--- src/rtl/tankb_pkg.sv ---
// Shared definitions for the tank-battle video subsystem: VRAM geometry,
// arbiter state encoding and video fetch latency bounds.
package tankb_pkg;

  localparam int VRAM_AW     = 11;
  localparam int VRAM_DW     = 8;
  localparam int VID_LAT_MIN = 3;
  localparam int VID_LAT_MAX = 4;

  typedef enum logic [2:0] {
    IDLE    = 3'd0,
    VID_RD  = 3'd1,
    VID_CAP = 3'd2,
    CPU_RD  = 3'd3,
    CPU_CAP = 3'd4,
    CPU_WR  = 3'd5
  } vram_arb_state_t;

endpackage

--- src/rtl/vram_arbiter_if.sv ---
// Signal bundle between the arbiter, its two requesters and the single-port VRAM.
interface vram_arbiter_if
  import tankb_pkg::*;
#(
  parameter int AW = VRAM_AW,
  parameter int DW = VRAM_DW
);
  logic          vid_req;
  logic [AW-1:0] vid_addr;
  logic [DW-1:0] vid_data;
  logic          vid_valid;
  logic          vid_overrun;
  logic          cpu_req;
  logic          cpu_we;
  logic [AW-1:0] cpu_addr;
  logic [DW-1:0] cpu_wdata;
  logic [DW-1:0] cpu_rdata;
  logic          cpu_ack;
  logic [AW-1:0] ram_addr;
  logic          ram_we;
  logic [DW-1:0] ram_wdata;
  logic [DW-1:0] ram_rdata;

  modport slave (
    input  vid_req, vid_addr, cpu_req, cpu_we, cpu_addr, cpu_wdata, ram_rdata,
    output vid_data, vid_valid, vid_overrun, cpu_rdata, cpu_ack,
           ram_addr, ram_we, ram_wdata
  );

  modport master (
    output vid_req, vid_addr, cpu_req, cpu_we, cpu_addr, cpu_wdata, ram_rdata,
    input  vid_data, vid_valid, vid_overrun, cpu_rdata, cpu_ack,
           ram_addr, ram_we, ram_wdata
  );
endinterface

--- src/rtl/vram_arbiter.sv ---
// Time-shares one synchronous single-port VRAM between video tile fetches
// (strict priority, bounded latency) and atomic 6502 CPU accesses.
module vram_arbiter
  import tankb_pkg::*;
#(
  parameter int AW = VRAM_AW,
  parameter int DW = VRAM_DW
) (
  input logic           clk,
  input logic           rst,
  vram_arbiter_if.slave bus
);

  vram_arb_state_t state, state_nxt;

  logic          vid_pend;
  logic [AW-1:0] vid_addr_lat;
  logic [AW-1:0] vid_addr_sel;
  logic          vid_go;
  logic          cpu_go;

  logic [DW-1:0] vid_data_r;
  logic          vid_valid_r;
  logic          vid_overrun_r;
  logic [DW-1:0] cpu_rdata_r;
  logic          cpu_ack_r;
  logic [AW-1:0] ram_addr_r;
  logic          ram_we_r;
  logic [DW-1:0] ram_wdata_r;

  // The request held during CPU_WR/CPU_CAP is the one being completed, so it
  // is masked there as well as during the ack cycle to avoid a second access.
  always_comb begin
    vid_go       = vid_pend || bus.vid_req;
    vid_addr_sel = vid_pend ? vid_addr_lat : bus.vid_addr;
    cpu_go       = bus.cpu_req && !cpu_ack_r &&
                   (state != CPU_WR) && (state != CPU_CAP);
    state_nxt    = IDLE;
    case (state)
      VID_RD:  state_nxt = VID_CAP;
      CPU_RD:  state_nxt = CPU_CAP;
      default: begin
        if (vid_go)                    state_nxt = VID_RD;
        else if (cpu_go && bus.cpu_we) state_nxt = CPU_WR;
        else if (cpu_go)               state_nxt = CPU_RD;
        else                           state_nxt = IDLE;
      end
    endcase
  end

  always_ff @(posedge clk) begin
    if (rst) begin
      state         <= IDLE;
      vid_pend      <= 1'b0;
      vid_addr_lat  <= '0;
      vid_data_r    <= '0;
      vid_valid_r   <= 1'b0;
      vid_overrun_r <= 1'b0;
      cpu_rdata_r   <= '0;
      cpu_ack_r     <= 1'b0;
      ram_addr_r    <= '0;
      ram_we_r      <= 1'b0;
      ram_wdata_r   <= '0;
    end else begin
      state <= state_nxt;

      // A request seen with the latch already full is dropped; first address wins.
      if (state_nxt == VID_RD) begin
        vid_pend <= 1'b0;
      end else if (bus.vid_req && !vid_pend) begin
        vid_pend     <= 1'b1;
        vid_addr_lat <= bus.vid_addr;
      end
      if (bus.vid_req && vid_pend)
        vid_overrun_r <= 1'b1;

      // RAM port: registered from the state being entered.
      ram_we_r <= (state_nxt == CPU_WR);
      case (state_nxt)
        VID_RD: ram_addr_r <= vid_addr_sel;
        CPU_RD: ram_addr_r <= bus.cpu_addr;
        CPU_WR: begin
          ram_addr_r  <= bus.cpu_addr;
          ram_wdata_r <= bus.cpu_wdata;
        end
        default: ;
      endcase

      vid_valid_r <= (state == VID_CAP);
      if (state == VID_CAP)
        vid_data_r <= bus.ram_rdata;

      cpu_ack_r <= (state == CPU_CAP) || (state == CPU_WR);
      if (state == CPU_CAP)
        cpu_rdata_r <= bus.ram_rdata;
    end
  end

  assign bus.vid_data    = vid_data_r;
  assign bus.vid_valid   = vid_valid_r;
  assign bus.vid_overrun = vid_overrun_r;
  assign bus.cpu_rdata   = cpu_rdata_r;
  assign bus.cpu_ack     = cpu_ack_r;
  assign bus.ram_addr    = ram_addr_r;
  assign bus.ram_we      = ram_we_r;
  assign bus.ram_wdata   = ram_wdata_r;

endmodule

--- src/flat_wrapper.sv ---
// flat-port wrapper written by rule: the top's interface ports become plain ports
module vram_arbiter_flat import tankb_pkg::*;
#(
  parameter int AW = VRAM_AW,
  parameter int DW = VRAM_DW
)
  (clk, rst, bus_vid_req, bus_vid_addr, bus_cpu_req, bus_cpu_we, bus_cpu_addr, bus_cpu_wdata, bus_ram_rdata, bus_vid_data, bus_vid_valid, bus_vid_overrun, bus_cpu_rdata, bus_cpu_ack, bus_ram_addr, bus_ram_we, bus_ram_wdata);
  vram_arbiter_if #(.AW(AW), .DW(DW)) bus_i ();
  input logic clk;
  input logic rst;
  input wire logic [$bits(bus_i.vid_req)-1:0] bus_vid_req;
  input wire logic [$bits(bus_i.vid_addr)-1:0] bus_vid_addr;
  input wire logic [$bits(bus_i.cpu_req)-1:0] bus_cpu_req;
  input wire logic [$bits(bus_i.cpu_we)-1:0] bus_cpu_we;
  input wire logic [$bits(bus_i.cpu_addr)-1:0] bus_cpu_addr;
  input wire logic [$bits(bus_i.cpu_wdata)-1:0] bus_cpu_wdata;
  input wire logic [$bits(bus_i.ram_rdata)-1:0] bus_ram_rdata;
  output wire logic [$bits(bus_i.vid_data)-1:0] bus_vid_data;
  output wire logic [$bits(bus_i.vid_valid)-1:0] bus_vid_valid;
  output wire logic [$bits(bus_i.vid_overrun)-1:0] bus_vid_overrun;
  output wire logic [$bits(bus_i.cpu_rdata)-1:0] bus_cpu_rdata;
  output wire logic [$bits(bus_i.cpu_ack)-1:0] bus_cpu_ack;
  output wire logic [$bits(bus_i.ram_addr)-1:0] bus_ram_addr;
  output wire logic [$bits(bus_i.ram_we)-1:0] bus_ram_we;
  output wire logic [$bits(bus_i.ram_wdata)-1:0] bus_ram_wdata;
  assign bus_i.vid_req = bus_vid_req;
  assign bus_i.vid_addr = bus_vid_addr;
  assign bus_i.cpu_req = bus_cpu_req;
  assign bus_i.cpu_we = bus_cpu_we;
  assign bus_i.cpu_addr = bus_cpu_addr;
  assign bus_i.cpu_wdata = bus_cpu_wdata;
  assign bus_i.ram_rdata = bus_ram_rdata;
  assign bus_vid_data = bus_i.vid_data;
  assign bus_vid_valid = bus_i.vid_valid;
  assign bus_vid_overrun = bus_i.vid_overrun;
  assign bus_cpu_rdata = bus_i.cpu_rdata;
  assign bus_cpu_ack = bus_i.cpu_ack;
  assign bus_ram_addr = bus_i.ram_addr;
  assign bus_ram_we = bus_i.ram_we;
  assign bus_ram_wdata = bus_i.ram_wdata;
  vram_arbiter #(.AW(AW), .DW(DW)) u_core (.clk(clk), .rst(rst), .bus(bus_i));
endmodule
--- config.mk ---
export PLATFORM = sky130hd
export DESIGN_NAME = vram_arbiter_flat
export DESIGN_NICKNAME = d
export VERILOG_FILES = /design/src/rtl/tankb_pkg.sv /design/src/rtl/vram_arbiter_if.sv /design/src/rtl/vram_arbiter.sv /design/src/flat_wrapper.sv
export SDC_FILE = /design/constraint.sdc
export NUM_CORES = 1
export LEC_CHECK = 0
export ABC_CLOCK_PERIOD_IN_PS = 2300
export CORE_MARGIN = 4
export CORE_UTILIZATION = 48
export CTS_BUF_LIST = sky130_fd_sc_hd__clkbuf_4
export CTS_CLUSTER_SIZE = 10
export DETAILED_ROUTE_END_ITERATION = 10
export PLACE_DENSITY = 0.87
export SLEW_MARGIN = 30
export SYNTH_ARGS = -nofsm -noshare
export SYNTH_HDL_FRONTEND = slang
export SYNTH_SLANG_ARGS = --single-unit
--- constraint.sdc ---
create_clock -name clk -period 2.3 [get_ports clk]
set_input_delay 0.46 -clock clk [delete_from_list [all_inputs] [get_ports clk]]
set_output_delay 0.46 -clock clk [all_outputs]
set_load 0.01 [all_outputs]
**Word-level counts from Yosys, hierarchy flattened**

Index checks and enable logic that the tools add are counted.
Widths: inputs -> output; s select.

- Equal/unequal tests: 10
- Mux-type cells: 6
- Bitwise operators: 1
- Reductions and logical operators: 14

Operators with widths:

| kind | number |
|---|---|
| $pmux 11 s2 | 1 |
| $mux 11 | 1 |
| $eq 3x2->1 const B | 3 |
| $eq 3x3->1 const B | 3 |
| $eq 3x1->1 const B | 2 |
| $logic_and 1x1->1 | 6 |
| $mux 3 | 2 |
| $ne 3x3->1 const B | 2 |
| $pmux 3 s2 | 1 |
| $reduce_or 2->1 | 2 |
| $logic_not 1->1 | 2 |
| $logic_or 1x1->1 | 2 |
| $mux 2 | 1 |
| $reduce_and 2->1 | 1 |
| $reduce_bool 2->1 | 1 |
| $not 1->1 | 1 |

- Register bits: 54
- Input port bits: 43
- Output and inout bits: 39
- Logic and storage cells: 42

**Depth between registers and ports, before layout**

Gate-level depths: netlist (run 1).

- Depth in word-level cells: 11
- Mapped depth: 6
- Depth with buffers taken out: 4

**Worst setup path before layout (run 1)**

OpenSTA, ideal clock, no wires.

- Path type: input to register
- Start point: in bus_cpu_req
- End point: reg u_core.ram_addr_r[1] (netlist: u_core.bus.ram_addr[1])
- Library setup time: 0.070 ns
- Data arrival time: 1.335 ns
- Data required time: 2.230 ns
- Path slack: 0.895 ns
- Stages on the path: 5
- Path buffers: 1
- Cell sequence: nor2b_1 -> a21boi_1 -> or3_4 -> buf_6 -> o2bb2ai_1

- Longest elaborated chain between the ends: 10
- Elaborated cells on any way between the ends: 14
- Those cells by class: eq/ne: 3; mux: 5; reduce/logical: 6

Ends and longest elaborated chain:

| what | line | text |
|---|---|---|
| from (decl) | flat_wrapper.sv:13 | `input wire logic [$bits(bus_i.cpu_req)-1:0] bus_cpu_req;` |
| $logic_and 1x1->1 * (2 in a row) | vram_arbiter.sv:36 | `cpu_go = bus.cpu_req && !cpu_ack_r &&` |
| $logic_and 1x1->1 * | vram_arbiter.sv:37 | `(state != CPU_WR) && (state != CPU_CAP);` |
| $mux 2 / $logic_and 1x1->1 (equally long branches) | vram_arbiter.sv:45, vram_arbiter.sv:44 |  |
| $mux 3 * | vram_arbiter.sv:44 | `else if (cpu_go && bus.cpu_we) state_nxt = CPU_WR;` |
| $mux 3 * | vram_arbiter.sv:43 | `if (vid_go) state_nxt = VID_RD;` |
| $pmux 3 s2 * | vram_arbiter.sv:39 | `case (state)` |
| $eq 3x2->1 / $eq 3x3->1 (equally long branches) | vram_arbiter.sv:79 | `case (state_nxt)` |
| $reduce_or 2->1 (no line) | n/a |  |
| $pmux 11 s2 / $reduce_bool 2->1 (equally long branches) | n/a |  |
| to (signal assigned) | vram_arbiter.sv:80 | `VID_RD: ram_addr_r <= vid_addr_sel;` |
| to (signal assigned) | vram_arbiter.sv:81 | `CPU_RD: ram_addr_r <= bus.cpu_addr;` |
| to (signal assigned) | vram_arbiter.sv:83 | `ram_addr_r <= bus.cpu_addr;` |
| to (decl) | vram_arbiter.sv:27 | `logic [AW-1:0] ram_addr_r;` |

Every way passes the cells marked *; elsewhere a longest branch is shown, timed or not.
A chain may end at the register's enable or synchronous reset.

**Final worst setup path (run 1)**

- Start point: reg u_core.ram_addr_r[0] (netlist: u_core.bus.ram_addr[0])
- End point: out bus_ram_addr[0]

RTL lines:

| what | line | text |
|---|---|---|
| to (decl) | flat_wrapper.sv:23 | `output wire logic [$bits(bus_i.ram_addr)-1:0] bus_ram_addr;` |

No word-level cell between the ends.

==> results.py, run 1 <==
metrics = {
    "min_path": {
        "hold_path_depth": 2,
        "holdPathEnd": "u_core.vid_addr_lat[2]",
        "hold_start": "u_core.vid_addr_lat[2]",
        "hold_class": "reg -> reg",
    },
    "cts": {
        "path_clk_slew_ps": 140,
        "postCtsSetupBuffers": 0,
        "clk_latency_ps": 360,
        "cts_tree": "yes",
        "clockRootBuffer": "clkbuf_4",
        "cts_buffers": 5,
        "postCtsHoldBufs": 0,
        "cts_resized": 0,
        "htreeDepth": 2,
        "numClockSinks": 54,
        "cts_buffer_depth": 2,
    },
    "sta": {
        "hold_viol": 0,
        "slew_headroom": 0.691,
        "period_needed_ps": 1760,
        "hold_ws_ps": 467,
        "worstMarginPinSlew_ps": 464,
        "slew_viol_final": 0,
        "fin_skew_ps": 12.2,
        "setup_violations": 0,
        "rsz0062_at_grt": "no",
        "period_share": 0.767,
        "clock.fmax_mhz": 567,
        "setup_ws_ps": 537,
        "tns_ps": 0,
    },
    "routing": {
        "vias_per_cell": 5.12,
        "drt-wirelength-per-cell_um": 14.7,
        "wl_um": 5090,
        "drc": 0,
        "dr.pass1.iters": 4,
        "drt-initial-drc-count": 76,
        "dr_total_vias": 1771,
        "ant_nets": 0,
    },
    "yosys": {
        "synthMuxAreaShare": 0.185,
        "synth_compound_area_frac": 0.125,
        "synthAdderAreaFrac": 0,
        "synth_area_sq_um": 2130,
        "synth_xor_area_frac": 0,
        "synth_top_family_by_area": "multiplexers",
        "synth_cell_type_count": 25,
        "syn_inst": 218,
        "synthSimpleGateAreaFrac": 0.141,
        "yosysSeqAreaShare": 0.506,
        "ys.warnings.count": 0,
        "synth.net_count": 261,
        "syn_avg_cell_area_sq_um": 9.79,
        "ys_ff_latch": 54,
    },
    "run": {
        "maxCapViolCount": 0,
    },
    "power": {
        "peakVddDrop_v": 0.000381,
        "power_frac_comb": 0.194,
        "switchingPower_mw": 0.437,
        "p_leak_nw": 1.18,
        "pwr-share-clk": 0.229,
        "p_per_area_nw_per_um2": 582,
        "p_int_mw": 1.32,
        "power_mw": 1.76,
        "swShare": 0.248,
        "p_seq_frac": 0.577,
    },
    "worst_setup_path": {
        "worstPathRequired_ps": 1840,
        "path_max_fanout": 2,
        "crit_chain": "clkdlybuf4s50_1",
        "cp_num_buf_inv": 1,
        "start_kind": "flip-flop",
        "slowest_delay_ps": 560,
        "cpLargestDelayFamily": "buffers and inverters",
        "timing.rr.end": "u_core.bus.ram_addr[2]",
        "reg2reg_slack_ps": 670,
        "slowest_stage": "clkdlybuf4s50_1",
        "end_kind": "primary output",
        "cp.depth": 1,
        "rr_startpoint": "u_core.state[0]",
        "r2r_cells": 5,
        "cp.arrival_ps": 1300,
        "critPathKind": "reg -> out",
    },
    "placed_design": {
        "place_hpwl_um": 3910,
        "dpl-instance-area_sq_um": 2970,
        "portBuffers": 81,
        "pre_cts_ws_ps": 319,
        "dp_cells": 339,
        "gp_congestion": 0.772,
    },
    "floorplanning": {
        "start_util": 0.515,
        "die_h_um": 74.7,
        "rows": 23,
        "die_area_sq_um": 5580,
        "die_width_um": 74.7,
        "core-area_sq_um": 4140,
        "ioPinCount": 82,
    },
    "global_route": {
        "grt_pass1_vias": 1734,
        "grt_max_degree": 43,
        "grt_overflow": 0,
        "antenna_found_initial": 0,
        "grt_pass1_wl_um": 8130,
        "track_usage": 0.193,
    },
    "final_layout": {
        "layout-area-overhead-vs-synth_pct": 41.6,
        "final_area_sq_um": 3020,
        "diodes": 0,
        "fill_cells": 323,
        "instances_no_fill": 346,
        "multiInputGateArea_sq_um": 967,
        "drive_above_1_share": 0.101,
        "regArea_sq_um": 1080,
        "nets": 339,
        "final_core_util": 0.729,
    },
    "run_status": {
        "status": "complete, no violations",
    },
}
## kinds of logic (layout without fill, tap and decap cells)
kind of cell           after synthesis  count (layout)
AOI/OAI and AO/OA                   43              43
muxes                               38              38
buffers and inverters               17              95
and+or+nand+nor                     66              66
DFF                                 54              54
## synthesized netlist by cell type, drive strengths merged
library cell,count,area share
dfxtp,54,0.51
nand2,31,0.055
inv,1,0.0018
mux2,11,0.058
nor3,1,0.0023
a21oi,21,0.049
mux2i,27,0.13
nor3b,3,0.011
o2bb2ai,11,0.045
o21ba,1,0.0047
or3,1,0.0053
nand4,2,0.0088
a21boi,1,0.0035
nand3b,1,0.0035
o22a,1,0.0041
nor2b,3,0.0088
buf,9,0.029
clkbuf,7,0.012
nor2,22,0.041
nand2b,2,0.0059
o21ai,8,0.019
## flip-flops by register name (all words and copies together), names as in the netlist
name,cells
u_core.bus.ram_addr,11
u_core.vid_addr_lat,11
u_core.bus.cpu_rdata,8
u_core.bus.ram_wdata,8
u_core.bus.vid_data,8
u_core.state,3
u_core.bus.cpu_ack,1
u_core.bus.ram_we,1
u_core.bus.vid_overrun,1
u_core.bus.vid_valid,1
u_core.vid_pend,1
## cell type report
type                            count  share of cell area
Clock buffer                        7              0.0174
Inverter                            1             0.00124
Multi-Input combinational cell    147               0.320
Sequential cell                    54               0.358
Tap cell                           50              0.0207
Timing Repair Buffer               87               0.283
## power groups by stage
stage	clock, mW	sequential (mW)	combinational, mW
2_1_floorplan	0	1.04	0.152
3_3_place_gp	0	1.04	0.337
3_5_place_dp	0	1.04	0.343
4_1_cts	0.419	1.02	0.344
5_1_grt	0.458	1.02	0.370
6_report	0.403	1.01	0.341
## layout by cell type (no fill, tap or decap)
cell and n:
nor2_1 20, clkdlybuf4s50_1 81, nor2_2 2, nor3b_1 2, nor2b_1 3, dfxtp_1 54, a21oi_1 21, o21ba_2 1
o21ai_0 8, nand3b_1 1, nand4_1 1, inv_1 1, clkbuf_4 7, nand2b_1 2, buf_4 6, nor3_1 1
nor3b_2 1, nand4_2 1, o2bb2ai_1 11, nand2_1 31, or3_4 1, mux2i_1 27, a21boi_1 1, mux2_2 11
o22a_1 1
## per-layer routing
metal	routed length, um	vias to the layer above	global-route usage
li1	-	909	-
met1	2150	811	0.242
met2	2530	44	0.320
met3	341	7	0.0614
met4	59	0	0.0593
met5	0	-	0
## worst max-delay path by stage
stage | from | to | slack [ps]
2_1_floorplan | bus_cpu_req | u_core.bus.ram_addr[1] | 900
3_3_place_gp | bus_cpu_req | u_core.bus.ram_addr[9] | 400
3_5_place_dp | bus_cpu_req | u_core.bus.ram_addr[2] | 320
4_1_cts | u_core.bus.ram_addr[0] | bus_ram_addr[0] | 510
5_1_grt | u_core.bus.ram_addr[0] | bus_ram_addr[0] | 460
6_report | u_core.bus.ram_addr[0] | bus_ram_addr[0] | 540
Note: power is estimated with default switching activity, not from simulation.
==> run 2: changes to the inputs <==
Settings changed: ABC_CLOCK_PERIOD_IN_PS 2300 to 1610, CORE_UTILIZATION 48 to 41, PLACE_DENSITY 0.87 to 0.79.
Clock period 2.3 ns to 1.61 ns, I/O delays scaled along.
==> run 2 against run 1 <==
Against the previous run: global-route usage fell by 2.1 points; count of clock-buffer cells in the layout stayed put; non-clock buffer count grew 6; cell count rose by 6.9%; critical path depth grew 3; register-to-register slack worse by 480 ps; via count increased by 0.11%; highest routed layer unchanged; worst setup slack worse by 350 ps; routed wire length grew 4.9%; clock power grew 87%.
==> results.py, run 2 (synthesis results as in run 1) <==
metrics = {
    "global_route": {
        "antenna_found_initial": 0,
        "grt_max_degree": 27,
        "track_usage": 0.172,
        "grt_pass1_vias": 1755,
        "grt_overflow": 0,
        "grt_pass1_wl_um": 8540,
    },
    "cts": {
        "cts_buffers": 5,
        "clk_latency_ps": 370,
        "numClockSinks": 54,
        "postCtsSetupBuffers": 0,
        "cts_buffer_depth": 2,
        "htreeDepth": 2,
        "path_clk_slew_ps": 150,
        "clockRootBuffer": "clkbuf_4",
        "cts_tree": "yes",
    },
    "floorplanning": {
        "die_area_sq_um": 6420,
        "core-area_sq_um": 4880,
        "rows": 25,
        "die_width_um": 80.2,
        "die_h_um": 80.2,
        "start_util": 0.437,
        "ioPinCount": 82,
    },
    "routing": {
        "dr_total_vias": 1773,
        "drt-initial-drc-count": 78,
        "wl_um": 5340,
        "dr.pass1.iters": 4,
        "ant_nets": 0,
        "drt-wirelength-per-cell_um": 14.4,
        "vias_per_cell": 4.79,
        "drc": 0,
    },
    "min_path": {
        "hold_class": "reg -> reg",
    },
    "sta": {
        "period_share": 0.883,
        "worstMarginPinSlew_ps": 318,
        "period_needed_ps": 1420,
        "slew_viol_final": 0,
        "setup_violations": 0,
        "fin_skew_ps": 18.8,
        "rsz0062_at_grt": "no",
        "slew_headroom": 0.788,
        "hold_viol": 0,
        "clock.fmax_mhz": 703,
    },
    "placed_design": {
        "portBuffers": 81,
        "gp_congestion": 0.726,
        "place_hpwl_um": 4080,
    },
    "run_status": {
        "status": "complete, no violations",
    },
    "worst_setup_path": {
        "start_kind": "flip-flop",
        "cp.arrival_ps": 1680,
        "slowest_delay_ps": 490,
        "path_max_fanout": 10,
        "end_kind": "flip-flop",
        "slowest_stage": "dfxtp_2",
        "critPathKind": "reg -> reg",
        "crit_chain": "buf_4 > mux2_2 > mux2i_1 > o2bb2ai_1",
        "worstPathRequired_ps": 1870,
    },
    "power": {
        "power_mw": 2.68,
        "p_per_area_nw_per_um2": 847,
        "peakVddDrop_v": 0.000570,
        "p_leak_nw": 1.69,
    },
    "final_layout": {
        "layout-area-overhead-vs-synth_pct": 48.4,
        "diodes": 0,
        "final_cell_mix": "dfxtp_1 (52), clkdlybuf4s50_1 (42), nand2_1 (31)",
        "nets": 345,
        "drive_above_1_share": 0.129,
        "final_common_cell": "dfxtp_1",
        "final_core_util": 0.649,
    },
    "run": {
        "maxCapViolCount": 0,
    },
}
run 2: cell types whose count changed in the layout (fill, tap and decap cells not counted):
cell             change
buf_12               +1
buf_4                +5
dlygate4sd2_1       +17
clkdlybuf4s50_1     -39
dfxtp_1              -2
dfxtp_2              +2
bufinv_16            +1
dlymetal6s2s_1      +22
run 2: report_power, final:
part	switching [mW]	total, mW	internal [mW]
logic	0.211	0.486	0.275
registers	0.0376	1.45	1.41
clock network	0.388	0.752	0.364
run 2: layer usage:
metal | track usage | routed length [um] | up-vias
li1 | - | - | 919
met1 | 0.207 | 2220 | 814
met2 | 0.298 | 2780 | 33
met3 | 0.0448 | 265 | 7
met4 | 0.0557 | 74 | 0
met5 | 0 | 0 | -
run 2: cell type report:
class                      count  area [sq um]
tap                           67          83.8
timing repair buffer          93           947
inverter                       1          3.75
clock buffer                   7          52.6
sequential                    54          1080
fill                         403          1710
multi-input combinational    147           967
clock inverter                 1          30.0
run 2: what timing repair did:
item	in CTS	in global routing
setup endpoints to repair	17	30
gates resized for setup	17	24
hold buffers	0	0
run 2: worst paths after layout:
path                     startpoint                endpoint  slack, ps  cells after the start
max                 u_core.vid_pend  u_core.bus.ram_addr[7]        190                      4
min          u_core.vid_addr_lat[3]  u_core.vid_addr_lat[3]        460                      2
max reg2reg         u_core.vid_pend  u_core.bus.ram_addr[7]        190                      4
min reg2reg  u_core.vid_addr_lat[3]  u_core.vid_addr_lat[3]        460                      2
run 2: worst max-delay path: cells and delay by family, from the launching register on:
family          cells  cell delay [ps]
buf+inv             1              210
compound gates      1               90
flops               1              490
mux                 2              520
run 2: metrics by stage:
step           setup WS (ps)  hold WS, ps  cell area (sq um)  std cells  setup TNS (ps)
5_1_grt                 99.0          486               3170        370               0
6_report                 188          464               3170        370               0
3_5_place_dp            -178          447               3050        362           -3280
2_1_floorplan            343          433               2130        218               0
4_1_cts                 1.53          466               3110        370               0
3_3_place_gp            -118          437               3050        362           -1970
